`config.mk`:
```
export PLATFORM = sky130hd
export DESIGN_NAME = fetch_unit
export DESIGN_NICKNAME = d
export VERILOG_FILES = /design/src/rtl/fetch_pkg.sv /design/src/rtl/fetch_buf.sv /design/src/rtl/fetch_unit.sv
export SDC_FILE = /design/constraint.sdc
export NUM_CORES = 1
export LEC_CHECK = 0
export ABC_CLOCK_PERIOD_IN_PS = 3500
export CAP_MARGIN = 40
export CELL_PAD_IN_SITES_DETAIL_PLACEMENT = 1
export CELL_PAD_IN_SITES_GLOBAL_PLACEMENT = 1
export CORE_AREA = 2 2 133 135
export CTS_BUF_LIST = sky130_fd_sc_hd__clkbuf_4
export DETAILED_ROUTE_END_ITERATION = 8
export DIE_AREA = 0 0 135 137
export PLACE_DENSITY_LB_ADDON = 0.08
export SYNTH_ARGS = -nofsm -noshare
export SYNTH_HDL_FRONTEND = slang
export SYNTH_SLANG_ARGS = --single-unit
```
`constraint.sdc`:
```
create_clock -name clk -period 3.5 [get_ports clk]
set_clock_uncertainty 0.1 [all_clocks]
set_input_delay 0.35 -clock clk [delete_from_list [all_inputs] [get_ports clk]]
set_output_delay 0.35 -clock clk [all_outputs]
set_load 0.01 [all_outputs]
```
`src/rtl/fetch_pkg.sv`:
```
// Shared fetch-stage types: FSM states, NOP encoding, default reset pc,
// plus the branch funct3 encodings used by the branch unit.
package fetch_pkg;

    typedef enum logic [2:0] {
        F3_BEQ  = 3'b000,
        F3_BNE  = 3'b001,
        F3_BLT  = 3'b100,
        F3_BGE  = 3'b101,
        F3_BLTU = 3'b110,
        F3_BGEU = 3'b111
    } f3_br_t;

    typedef enum logic [1:0] {FETCH, WAIT, DROP, FAULT} fetch_state_t;

    localparam logic [31:0] NOP_INSTR        = 32'h0000_0013;
    localparam logic [31:0] RESET_PC_DEFAULT = 32'h0000_0000;

endpackage

```
`src/rtl/fetch_buf.sv`:
```
// Single-entry IF/ID buffer: flush beats refill, refill beats consume.
module fetch_buf
    import fetch_pkg::*;
#(
    parameter int XLEN = 32
) (
    input  logic            clk,
    input  logic            rst_n,
    input  logic            flush,
    input  logic            fill,
    input  logic [XLEN-1:0] fill_pc,
    input  logic [31:0]     fill_instr,
    input  logic            id_ready,
    output logic            valid,
    output logic [XLEN-1:0] pc,
    output logic [31:0]     instr
);

    always_ff @(posedge clk or negedge rst_n) begin
        if (!rst_n) begin
            valid <= 1'b0;
            pc    <= '0;
            instr <= NOP_INSTR;
        end else if (flush) begin
            valid <= 1'b0;
        end else if (fill) begin
            valid <= 1'b1;
            pc    <= fill_pc;
            instr <= fill_instr;
        end else if (valid && id_ready) begin
            valid <= 1'b0;
        end
    end

endmodule

```
`src/rtl/fetch_unit.sv`:
```
// Instruction fetch: owns the pc, keeps one imem request in flight and
// feeds the IF/ID buffer; redirects flush the buffer and drop stale words.
module fetch_unit
    import fetch_pkg::*;
#(
    parameter int              XLEN     = 32,
    parameter logic [XLEN-1:0] RESET_PC = XLEN'(RESET_PC_DEFAULT)
) (
    input  logic            clk,
    input  logic            rst_n,
    output logic            imem_req_valid,
    input  logic            imem_req_ready,
    output logic [XLEN-1:0] imem_req_addr,
    input  logic            imem_resp_valid,
    output logic            imem_resp_ready,
    input  logic [31:0]     imem_resp_data,
    input  logic            redirect_valid,
    input  logic [XLEN-1:0] redirect_pc,
    output logic            if_valid,
    output logic [XLEN-1:0] if_pc,
    output logic [31:0]     if_instr,
    input  logic            id_ready,
    output logic            misalign_exc,
    output logic [XLEN-1:0] misalign_pc
);

    fetch_state_t    state;
    logic [XLEN-1:0] pc;
    logic            drop_to_fault;

    logic buf_free, req_hs, resp_hs, redir_ok, redir_bad, outstanding_after, fill;

    assign buf_free        = !if_valid || id_ready;
    assign imem_req_valid  = rst_n && (state == FETCH) && buf_free;
    assign imem_req_addr   = pc;
    assign imem_resp_ready = ((state == WAIT) && buf_free) || (state == DROP);

    assign req_hs    = imem_req_valid && imem_req_ready;
    assign resp_hs   = imem_resp_valid && imem_resp_ready;
    assign redir_ok  = redirect_valid && (redirect_pc[1:0] == 2'b00);
    assign redir_bad = redirect_valid && (redirect_pc[1:0] != 2'b00);

    // A request still owed a response after this edge must be drained in DROP.
    assign outstanding_after = ((state == FETCH) && req_hs) ||
                               (((state == WAIT) || (state == DROP)) && !resp_hs);

    assign fill = (state == WAIT) && resp_hs && !redirect_valid;

    always_ff @(posedge clk or negedge rst_n) begin
        if (!rst_n) begin
            state         <= FETCH;
            pc            <= RESET_PC;
            drop_to_fault <= 1'b0;
            misalign_exc  <= 1'b0;
            misalign_pc   <= '0;
        end else begin
            misalign_exc <= redir_bad;
            if (redir_bad) begin
                misalign_pc   <= redirect_pc;
                state         <= outstanding_after ? DROP : FAULT;
                drop_to_fault <= outstanding_after;
            end else if (redir_ok) begin
                pc            <= redirect_pc;
                state         <= outstanding_after ? DROP : FETCH;
                drop_to_fault <= 1'b0;
            end else begin
                case (state)
                    FETCH: if (req_hs) state <= WAIT;
                    WAIT: begin
                        if (resp_hs) begin
                            pc    <= pc + XLEN'(4);
                            state <= FETCH;
                        end
                    end
                    DROP: begin
                        if (imem_resp_valid) begin
                            state         <= drop_to_fault ? FAULT : FETCH;
                            drop_to_fault <= 1'b0;
                        end
                    end
                    default: state <= state;  // FAULT waits for an aligned redirect
                endcase
            end
        end
    end

    fetch_buf #(.XLEN(XLEN)) u_buf (
        .clk        (clk),
        .rst_n      (rst_n),
        .flush      (redirect_valid),
        .fill       (fill),
        .fill_pc    (pc),
        .fill_instr (imem_resp_data),
        .id_ready   (id_ready),
        .valid      (if_valid),
        .pc         (if_pc),
        .instr      (if_instr)
    );

endmodule
```
# --- Yosys cells after proc, flatten, opt, wreduce, memory -nomap -nowiden ---
# Index checks and enable logic that the tools add are counted.
totals:
  out_inout_bits: 132
  regBits: 133
  word_cells: 67
  input_bits: 70
op_classes:
  eq_ne: 5
  bitwise: 2
  reduce_logical: 32
  mux: 19
  n_addsub: 1
op_table:
  columns: ["operator", "n"]
  rows:
  - ["32-bit 2-to-1 mux", 3]
  - ["32-bit by 3-bit adder with 32-bit output, second input constant", 1]
  - ["2-bit 2-to-1 mux", 7]
  - ["1-bit logical AND", 12]
  - ["4-bit inequality test, second input constant", 3]
  - ["3-bit nonzero test", 3]
  - ["1-bit 2-to-1 mux", 8]
  - ["2-bit one-hot mux with 3 select lines", 1]
  - ["2-bit nonzero test", 3]
  - ["5-bit nonzero test", 1]
  - ["2-bit zero test", 2]
  - ["1-bit logical OR", 4]
  - ["2-bit AND reduction", 2]
  - ["4-bit AND reduction", 1]
  - ["1-bit zero test", 3]
  - ["3-bit AND reduction", 1]
  - ["2-bit by 1-bit equality test with 1-bit output, second input constant", 1]
  - ["2-bit equality test, second input constant", 1]
  - ["1-bit inverter", 2]

# --- Longest topological paths before layout ---
# Gate-level depths: netlist of the first run.
logic_depth:
  depth_word: 11
  mapped_depth: 9
  ltp_nobuf: 7

# --- Modules after synthesis ---
# Synthesis of the first run repeated with hierarchy kept, for this count alone.
unflattened:
  hier_cells: 543
  hier_area_um2: 6194.7
by_module_without_submodules:
  columns: ["module", "area_per_inst_um2", "instances", "cells_each", "seq_area_each_um2"]
  rows:
  - ["fetch_unit", 3449.6, 1, 403, 1701.6]
  - ["fetch_buf", 2745.1, 1, 140, 1630.3]

# --- Worst setup path before layout of the first run ---
# No wires, ideal clock.
synth_timing:
  kind: "register -> register"
  from: "reg state[0]"
  to: "reg pc[4], in the netlist imem_req_addr[4]"
  synth_period_minus_slack_ps: 1963
  required_time_ps: 3276
  n_path_buf: 2
  arrival_ps: 1739
  slack_ps: 1537
  setup_ps: 124
  path_stages_with_launch: 10
  cell_sequence: "dfrtp_1 -> inv_1 -> ha_1 -> nor3b_1 -> or3_1 -> buf_2 -> clkbuf_1 -> nor2_1 -> o21ai_0 -> nand2_1"
synth_between:
  elab_chain_cells: 6
  elab_cells_between_ends: 8
  cone_classes: "eq/ne: 2; reduce/logical: 6"
synth_rtl:
  columns: ["element", "line", "text"]
  rows:
  - ["start: declaration", "fetch_unit.sv:27", "fetch_state_t state;"]
  - ["start signal: assignment", "fetch_unit.sv:60", "state <= outstanding_after ? DROP : FAULT;"]
  - ["start signal: assignment", "fetch_unit.sv:64", "state <= outstanding_after ? DROP : FETCH;"]
  - ["start signal: assignment", "fetch_unit.sv:77", "state <= drop_to_fault ? FAULT : FETCH;"]
  - ["2-bit by 1-bit equality test with 1-bit output", "fetch_unit.sv:36, fetch_unit.sv:67", null]
  - ["1-bit logical AND", "fetch_unit.sv:36", "assign imem_resp_ready = ((state == WAIT) && buf_free) || (state == DROP);"]
  - ["1-bit logical OR", "fetch_unit.sv:36", null]
  - ["1-bit logical AND", "fetch_unit.sv:39", "assign resp_hs = imem_resp_valid && imem_resp_ready;"]
  - ["2-bit nonzero test (no line)", null, null]
  - ["3-bit AND reduction (no line) *", null, null]
  - ["end signal: assignment", "fetch_unit.sv:63", "pc <= redirect_pc;"]
  - ["end signal: assignment", "fetch_unit.sv:71", "pc <= pc + XLEN'(4);"]
  - ["end: declaration", "fetch_unit.sv:28", "logic [XLEN-1:0] pc;"]
# Every way passes the cells marked *; elsewhere a longest branch is shown, timed or not.
# A chain may end at the register's enable or synchronous reset.

# --- Worst setup path after layout of the first run ---
layout_timing:
  from: "reg state[0]"
  to: "reg u_buf.pc[1]"
layout_between:
  elab_chain_cells: 7
  elab_cells_between_ends: 8
  cone_classes: "eq/ne: 2; reduce/logical: 6"
layout_rtl:
  columns: ["element", "line", "text"]
  rows:
  - ["2-bit by 1-bit equality test with 1-bit output", "fetch_unit.sv:36, fetch_unit.sv:47", null]
  - ["1-bit logical AND", "fetch_unit.sv:36", null]
  - ["1-bit logical OR", "fetch_unit.sv:36", null]
  - ["1-bit logical AND", "fetch_unit.sv:39", null]
  - ["1-bit logical AND * (2 in series)", "fetch_unit.sv:47", "assign fill = (state == WAIT) && resp_hs && !redirect_valid;"]
  - ["2-bit AND reduction (no line) *", null, null]
  - ["end signal: assignment", "fetch_buf.sv:28", "pc <= fill_pc;"]
  - ["end: declaration", "fetch_buf.sv:15", "output logic [XLEN-1:0] pc,"]
# Marked as above.

==> results of run 1 <==
==> Yosys cell counts (all sizes together), types with 3 or more instances <==
library cell	n
a32oi	5
dfstp	3
a41oi	4
inv	9
and3	7
a21oi	8
o21ai	29
ha	4
nand3	25
nor2	21
clkbuf	12
a31oi	7
or3	3
nand2	320
o311ai	8
o211ai	10
dfrtp	130
and2	7
nand4	7
nor3	5
buf	23
==> stage by stage <==
step           utilization  worst slack [ns]
2_1_floorplan            -             1.537
3_3_place_gp        0.4742            0.8617
3_5_place_dp        0.4754            0.7694
4_1_cts             0.4924            0.7505
5_1_grt             0.4926            0.5365
6_report            0.4926            0.7654
==> cells by family after synthesis <==
| family | share of synthesized area |
|---|---|
| fa+ha+maj | 0.008567 |
| flops | 0.5704 |
| simple gates | 0.2921 |
| mux | 0.003641 |
| buf+inv | 0.03298 |
| xor+xnor | 0.001500 |
| compound gates | 0.09081 |
==> where the power goes <==
part / total [mW] / switching, mW / internal (mW) / leakage, nW
clock: 1.04 / 0.548 / 0.495 / 0.150
sequential: 2.39 / 0.387 / 2.00 / 1.67
combinational: 2.06 / 0.942 / 1.11 / 2.09
total: 5.49 / 1.88 / 3.61 / 3.91
==> routing by layer <==
layer,GRT usage,part of all wire,vias to the layer above
met1,0.2927,0.46,2724
met4,0.06308,0.012,0
met5,0,0,-
met3,0.05852,0.071,19
li1,-,-,2612
met2,0.3331,0.46,166
==> critical path: cells and delay by family (launching register included) <==
| kind | cells | cell delay [ns] |
|---|---|---|
| buffers and inverters | 2 | 0.47 |
| adders and majority gates | 1 | 0.30 |
| and+or+nand+nor | 4 | 1.40 |
| DFF | 1 | 0.38 |
==> registers in the layout (all words and copies together), names as in the netlist <==
| name | cells |
|---|---|
| imem_req_addr | 32 |
| misalign_pc | 32 |
| u_buf.instr | 32 |
| u_buf.pc | 32 |
| state | 2 |
| drop_to_fault | 1 |
| misalign_exc | 1 |
| u_buf.valid | 1 |
==> worst paths after layout <==
path                                    to  slack, ns  cells after the start              start
setup / recovery               u_buf.pc[1]       0.77                      7           state[0]
hold / removal             misalign_pc[13]       0.14                      2              rst_n
setup reg to reg               u_buf.pc[1]       0.77                      7           state[0]
hold reg to reg             u_buf.instr[4]       0.37                      2     u_buf.instr[4]
max in group asynchronous   u_buf.instr[4]       2.09                      4              rst_n
min in group clk            u_buf.instr[0]       0.20                      3  imem_resp_data[0]
==> area by class of cell <==
type / instances / area, µm² / share of cell area
antenna: 1 / 2.502 / 0.0002978
clock buffer: 19 / 142.6 / 0.01698
clock inverter: 13 / 138.9 / 0.01653
inverter: 9 / 33.78 / 0.004021
multi-input combinational: 492 / 2337 / 0.2782
sequential: 133 / 3332 / 0.3966
tap: 225 / 281.5 / 0.03351
timing repair buffer: 215 / 2133 / 0.2539
==> results.json, run 1 <==
{
  "syn_area_per_cell_um2": 8.732,
  "grt_max_degree": 61,
  "min_period_ns": 2.735,
  "postRouteAntennaNets": 0,
  "gr-usage-all-layers": 0.2137,
  "syn-num-nets": 743,
  "clockBufferDepth": 2,
  "final_common_cell": "nand2_1",
  "die-area_um2": 18500,
  "yosysSeqAreaShare": 0.5704,
  "dieHeight_um": 137,
  "async_flop_share": 1.000,
  "clkSinkCount": 133,
  "critPathMaxFanout": 60,
  "final-hold-violation-count": 0,
  "grt_overflow": 0,
  "root_buffer": "clkbuf_4",
  "layout_common_cells": "320 x nand2_1, 200 x clkdlybuf4s50_1, 130 x dfrtp_1, 28 x o21ai_0, 22 x nand3_1",
  "max_slew_margin": 0.4908,
  "first_iter_violations": 270,
  "cp.required_ns": 3.86,
  "vias": 5521,
  "yosys_warnings": 0,
  "status": "finished clean",
  "area_delta_synth_final_pct": 43.82,
  "clk_latency_ns": 0.54,
  "drc": 0,
  "clock.fmax_mhz": 365.7,
  "final-setup-viol-count": 0,
  "fp.dieW_um": 135,
  "cts_buffers": 17,
  "gp_congestion": 0.7812,
  "nNetsFinal": 942,
  "crit_path_frequent_cell": "nand2_1",
  "core_area_um2": 17060,
  "dp_hpwl_um": 14050,
  "rsz0062_at_grt": "false",
  "fin_setup_tns_ns": 0,
  "initial_core_util": 0.3425,
  "drive_gt1_frac": 0.06243,
  "syn_inst": 669,
  "drv_cap": 0,
  "ys_ff_latch": 133,
  "netlist_top_cells_area": "dfrtp_1 56%, nand2_1 21%, o21ai_0 2.4%, nand3_1 1.9%, buf_2 1.8%",
  "holdBufCountCts": 1,
  "critPathCaptureType": "register",
  "hold_class": "input port to asynchronous set/reset pin",
  "yosys.area.top_type": "dfrtp_1",
  "cts_max_level": 4,
  "port_buffers": 201,
  "syn_area_um2": 5842,
  "arrival_ns": 3.10,
  "drt_wl_total_um": 19100,
  "critical-path-slowest-cell": "or3_4",
  "routed_via_density": 4.987,
  "grt_antenna_before_repair": 1,
  "placed_cell_area_um2": 8108,
  "crit_path_cell_trace": "inv_1, ha_1, nor3b_1, or3_4, buf_4, nand2_1, nand2_1",
  "row_count": 48,
  "first_pass_iters": 4,
  "dp_cells": 1073,
  "grt_pass1_vias": 5741,
  "drv_slew": 0,
  "finalPower_mw": 5.490,
  "cts_tree": "yes",
  "grt_pass1_wl_um": 31020,
  "ys_types": 45,
  "design_area_um2": 8402,
  "cts_setup_buffers": 0,
  "fin_crit_sh": 0.7813,
  "io_pins": 202,
  "ir_drop_mv": 0.2511,
  "power_density_nw_per_um2": 653.4,
  "clkTransAtPathRegs_ns": 0.13,
  "cp_slowest_stage_delay_ns": 0.66,
  "worstMarginPinSlew_ns": 0.7596,
  "synth_flop_cell": "dfrtp_1",
  "holdWs_ns": 0.1391,
  "crit_path_start_kind": "register",
  "finalNonFillerCells": 1107,
  "p_leak_nw": 3.909,
  "synth_edf_count": 0,
  "crit_type": "register to register",
  "avgRoutedWirePerCell_um": 17.25,
  "cts_resized": 0,
  "yosysTopAreaCellShare": 0.5569,
  "fillCellCount": 2026
}
(Power assumes the default switching activity.)
==> inputs of run 2 (changes only) <==
--- a/config.mk
+++ b/config.mk
@@ -5,14 +5,14 @@
 export SDC_FILE = /design/constraint.sdc
 export NUM_CORES = 1
 export LEC_CHECK = 0
-export ABC_CLOCK_PERIOD_IN_PS = 3500
+export ABC_CLOCK_PERIOD_IN_PS = 2900
 export CAP_MARGIN = 40
 export CELL_PAD_IN_SITES_DETAIL_PLACEMENT = 1
 export CELL_PAD_IN_SITES_GLOBAL_PLACEMENT = 1
-export CORE_AREA = 2 2 133 135
+export CORE_AREA = 2 2 135 137
 export CTS_BUF_LIST = sky130_fd_sc_hd__clkbuf_4
 export DETAILED_ROUTE_END_ITERATION = 8
-export DIE_AREA = 0 0 135 137
+export DIE_AREA = 0 0 137 139
 export PLACE_DENSITY_LB_ADDON = 0.08
 export SYNTH_ARGS = -nofsm -noshare
 export SYNTH_HDL_FRONTEND = slang
==> constraint.sdc (replaced) <==
create_clock -name clk -period 2.9 [get_ports clk]
set_clock_uncertainty 0.1 [all_clocks]
set_input_delay 0.29 -clock clk [delete_from_list [all_inputs] [get_ports clk]]
set_output_delay 0.29 -clock clk [all_outputs]
set_load 0.01 [all_outputs]
==> results.json, run 2 (synthesis gave the netlist of run 1 again) <==
{
  "max_slew_margin": 0.4904,
  "hold_class": "input port to register",
  "avgRoutedWirePerCell_um": 17.55,
  "crit_path_start_kind": "register",
  "clkTransAtPathRegs_ns": 0.11,
  "routed_via_density": 4.901,
  "crit_family": "buffers and inverters",
  "clk_latency_ns": 0.55,
  "final-hold-violation-count": 0,
  "drt_wl_total_um": 19550,
  "dp_hpwl_um": 13940,
  "critical-path-slowest-cell": "clkdlybuf4s50_1",
  "cts_tree": "yes",
  "row_count": 49,
  "gr-usage-all-layers": 0.2109,
  "met3_length_um": 1309,
  "final-setup-viol-count": 0,
  "fin_crit_sh": 0.8291,
  "cts_max_level": 4,
  "initial_core_util": 0.3309,
  "ir_drop_mv": 0.2922,
  "critPathMaxFanout": 6,
  "grt_antenna_before_repair": 1,
  "layout_setup_ws_ns": 0.4955,
  "fin_util": 0.4756,
  "cp.buffers_inverters": 2,
  "cts_buffers": 17,
  "status": "finished clean",
  "dieHeight_um": 139,
  "clkSinkCount": 133,
  "gp_congestion": 0.7746,
  "worstMarginPinSlew_ns": 0.7643,
  "multi_input_area_um2": 2337,
  "ff_latch_area_um2": 3332,
  "drv_cap": 0,
  "cp.required_ns": 2.51,
  "min_period_ns": 2.404,
  "fp.dieW_um": 137,
  "clock.fmax_mhz": 415.9,
  "critPathCaptureType": "primary output",
  "drive_gt1_frac": 0.07022,
  "first_pass_iters": 5,
  "grt_max_degree": 134,
  "fillCellCount": 2086,
  "dp_cells": 1079,
  "finalNonFillerCells": 1114,
  "drv_slew": 0,
  "highest_layer": "met4",
  "grt_pass1_wl_um": 31430,
  "grt_overflow": 0,
  "power_density_nw_per_um2": 767.2,
  "arrival_ns": 2.01,
  "crit_path_cell_trace": "inv_1, ha_1, a21o_1, clkdlybuf4s50_1",
  "p_leak_nw": 3.902,
  "core_area_um2": 17660,
  "finalPower_mw": 6.442,
  "port_buffers": 201,
  "postRouteAntennaNets": 0,
  "vias": 5460,
  "root_buffer": "clkbuf_4",
  "nNetsFinal": 944,
  "drc": 0,
  "fin_setup_tns_ns": 0,
  "final_common_cell": "nand2_1",
  "area_delta_synth_final_pct": 43.74,
  "io_pins": 202,
  "grt_pass1_vias": 5833,
  "post-place-ws_ns": 0.5459,
  "crit_type": "register to primary output",
  "wl_met1_um": 8793,
  "layout_common_cells": "320 x nand2_1, 200 x clkdlybuf4s50_1, 130 x dfrtp_1, 28 x o21ai_0",
  "die-area_um2": 19040,
  "wl_met2_um": 9265,
  "first_iter_violations": 251,
  "cts_resized": 0,
  "clockBufferDepth": 2,
  "rsz0062_at_grt": "false",
  "cp_slowest_stage_delay_ns": 0.54
}
==> run 2: power breakdown <==
part / switching, mW / total [mW] / internal, mW
sequential: 0.455 / 2.87 / 2.42
clock: 0.683 / 1.06 / 0.378
combinational: 1.15 / 2.51 / 1.36
==> run 2: layout make-up <==
cell class	count	area share
clock inverter	10	0.007599
sequential	133	0.3968
timing repair buffer	217	0.2588
tap	229	0.03412
inverter	9	0.004023
multi-input combinational	492	0.2783
antenna	2	0.0005960
clock buffer	22	0.01967
==> run 2: through the flow <==
step                      hold WS, ns  area, µm²
final                          0.1378       8397
after global routing           0.1196       8397
after CTS                      0.1001       8392
after detailed placement       0.3625       8153
after global placement         0.3478       8153
after floorplan               -0.1056       5842
==> run 2: path summary, 6_finish.rpt <==
check,slack [ns],startpoint,depth (start not counted),endpoint
max,0.50,state[1],4,imem_resp_ready
min,0.14,imem_resp_data[0],3,u_buf.instr[0]
max reg2reg,0.57,state[0],8,u_buf.instr[21]
min reg2reg,0.38,u_buf.instr[0],2,u_buf.instr[0]
max in group asynchronous,1.77,rst_n,3,u_buf.pc[20]
min in group asynchronous,0.31,rst_n,3,misalign_pc[6]
==> run 2: tightest hold or removal path, cell delays in order <==
cell	delay (ns)
clkdlybuf4s50_1	0.40
nand2_1	0.06
nand2_1	0.04
==> run 2: metal layers <==
layer	vias up	GRT usage
met1	2675	0.2821
met3	14	0.05958
met2	158	0.3375
li1	2613	-
met5	-	0
met4	0	0.05209
==> run 2: repair_timing <==
action | CTS | global route
setup buffers | 0 | 0
hold endpoints to repair | 130 | 0
hold buffers | 1 | 0
endpoints found under the setup margin | 0 | 0
==> inputs of run 3 (changes only) <==
--- a/config.mk
+++ b/config.mk
@@ -5,14 +5,14 @@
 export SDC_FILE = /design/constraint.sdc
 export NUM_CORES = 1
 export LEC_CHECK = 0
-export ABC_CLOCK_PERIOD_IN_PS = 2900
+export ABC_CLOCK_PERIOD_IN_PS = 2200
 export CAP_MARGIN = 40
 export CELL_PAD_IN_SITES_DETAIL_PLACEMENT = 1
 export CELL_PAD_IN_SITES_GLOBAL_PLACEMENT = 1
-export CORE_AREA = 2 2 135 137
+export CORE_AREA = 2 2 141 143
 export CTS_BUF_LIST = sky130_fd_sc_hd__clkbuf_4
 export DETAILED_ROUTE_END_ITERATION = 8
-export DIE_AREA = 0 0 137 139
+export DIE_AREA = 0 0 143 145
 export PLACE_DENSITY_LB_ADDON = 0.08
 export SYNTH_ARGS = -nofsm -noshare
 export SYNTH_HDL_FRONTEND = slang
==> constraint.sdc (replaced) <==
create_clock -name clk -period 2.2 [get_ports clk]
set_clock_uncertainty 0.1 [all_clocks]
set_input_delay 0.22 -clock clk [delete_from_list [all_inputs] [get_ports clk]]
set_output_delay 0.22 -clock clk [all_outputs]
set_load 0.01 [all_outputs]
==> results.json, run 3 (synthesis gave the netlist of run 1 again) <==
{
  "final_common_cell": "nand2_1",
  "power_density_nw_per_um2": 1033,
  "dp_hpwl_um": 15160,
  "max_slew_margin": 0.5838,
  "min_period_ns": 2.145,
  "drc": 0,
  "dieHeight_um": 145,
  "p_int_mw": 5.865,
  "status": "finished clean",
  "routed_via_density": 4.818,
  "reg2reg_depth": 8,
  "cts_max_level": 4,
  "crit_path_start_kind": "register",
  "p_switching_mw": 3.170,
  "vias": 5666,
  "share_comb_of_total_power": 0.388,
  "clk_latency_ns": 0.54,
  "post-place-ws_ns": -0.03245,
  "cts_buffers": 17,
  "fin_util": 0.4553,
  "root_buffer": "clkbuf_4",
  "clkSinkCount": 133,
  "drt_wl_total_um": 20990,
  "cts_tree": "yes",
  "gr-usage-all-layers": 0.2046,
  "avgRoutedWirePerCell_um": 17.85,
  "row_count": 51,
  "drv_slew": 0,
  "ir_drop_mv": 0.3352,
  "finalPower_mw": 9.035,
  "clkTransAtPathRegs_ns": 0.12,
  "first_iter_violations": 252,
  "core_area_um2": 19210,
  "p_leak_nw": 4.072,
  "crit_type": "register to register",
  "arrival_ns": 2.52,
  "fin_crit_sh": 0.9752,
  "swShare": 0.3508,
  "cp.required_ns": 2.57,
  "postRouteAntennaNets": 0,
  "pwr-share-seq": 0.416,
  "first_pass_iters": 4,
  "clock.fmax_mhz": 466.1,
  "grt_pass1_vias": 6148,
  "critPathCaptureType": "register",
  "hold_depth": 3,
  "nNetsFinal": 971,
  "rsz0062_at_grt": "true",
  "io_pins": 202,
  "initial_core_util": 0.3041,
  "drive_gt1_frac": 0.1066,
  "gp_congestion": 0.8176,
  "critPathMaxFanout": 11,
  "layout_setup_ws_ns": 0.05458,
  "layout_common_cells": "318 x nand2_1, 198 x clkdlybuf4s50_1, 128 x dfrtp_1, 35 x buf_4, 28 x o21ai_0",
  "final-hold-violation-count": 0,
  "hold_class": "input port to register",
  "grt_max_degree": 87,
  "die-area_um2": 20740,
  "port_buffers": 201,
  "drv_cap": 0,
  "fp.dieW_um": 143,
  "worstMarginPinSlew_ns": 0.6243,
  "grt_pass1_wl_um": 33410,
  "grt_overflow": 0,
  "area_delta_synth_final_pct": 49.71,
  "final-setup-viol-count": 0,
  "clockPowerShare": 0.196,
  "grt_antenna_before_repair": 1,
  "clockBufferDepth": 2
}
## run 3: changes by cell type in the layout (fill, tap and decap cells not counted), moves of 3 or more
cell / previous run / this run
buf_4: 12 / 35
bufinv_16: 0 / 3
clkbuf_4: 22 / 19
ha_1: 4 / 1
ha_2: 0 / 3
## run 3: critical path: stages, from the launching register on
cell     delay (ns)
dfrtp_1        0.41
inv_1          0.11
ha_2           0.20
nor3b_1        0.05
buf_4          0.16
or3_2          0.58
nor3b_1        0.24
nand3_1        0.11
nand3_1        0.09
## run 3: repair_timing
action,4_1_cts,5_1_grt
setup buffers,0,3
setup endpoints to repair,3,55
pin swaps,0,2
gates cloned,0,2
hold endpoints to repair,133,0
resized for setup,4,13
hold buffers,1,0
## run 3: worst paths after layout
check	start	end	slack (ns)
worst max-delay path	state[0]	imem_req_addr[30]	0.05
worst min-delay path	imem_resp_data[4]	u_buf.instr[4]	0.06
worst max register to register	state[0]	imem_req_addr[30]	0.05
worst min register to register	u_buf.instr[1]	u_buf.instr[1]	0.37
max in group asynchronous	rst_n	u_buf.instr[10]	1.21
min in group asynchronous	rst_n	state[0]	0.24
## run 3: per-layer routing
metal	track usage	vias to the layer above	part of all wire
li1	-	2668	-
met1	0.2807	2816	0.47
met2	0.3206	162	0.46
met3	0.05842	20	0.064
met4	0.04703	0	0.0096
met5	0	-	0
## run 3: per-stage QoR
| step | TNS [ns] | hold WS (ns) | area (µm²) | std cells |
|---|---|---|---|---|
| finish | 0 | 0.05887 | 8746 | 1176 |
| global route | -0.2919 | 0.001150 | 8746 | 1176 |
| CTS | 0 | 0.01285 | 8677 | 1170 |
| detailed placement | -0.1236 | 0.2116 | 8363 | 1137 |
| global placement | 0 | 0.2092 | 8363 | 1137 |
| floorplan | 0 | -0.1756 | 5842 | 669 |
## run 3: power groups by stage
stage          sequential (mW)  combinational, mW  clock, mW
4_1_cts                   3.76               3.51       1.85
5_1_grt                   3.88               3.83       1.96
3_3_place_gp              3.76               3.37          0
6_report                  3.76               3.50       1.77
3_5_place_dp              3.81               3.50          0
2_1_floorplan             4.06              0.975          0
## run 3: cell type report
| type | count | area, µm² |
|---|---|---|
| antenna | 1 | 2.502 |
| clock buffer | 19 | 142.6 |
| clock inverter | 13 | 157.7 |
| fill | 2252 | 10460 |
| inverter | 9 | 33.78 |
| multi-input combinational | 494 | 2375 |
| sequential | 133 | 3334 |
| tap | 265 | 331.6 |
| timing repair buffer | 242 | 2369 |
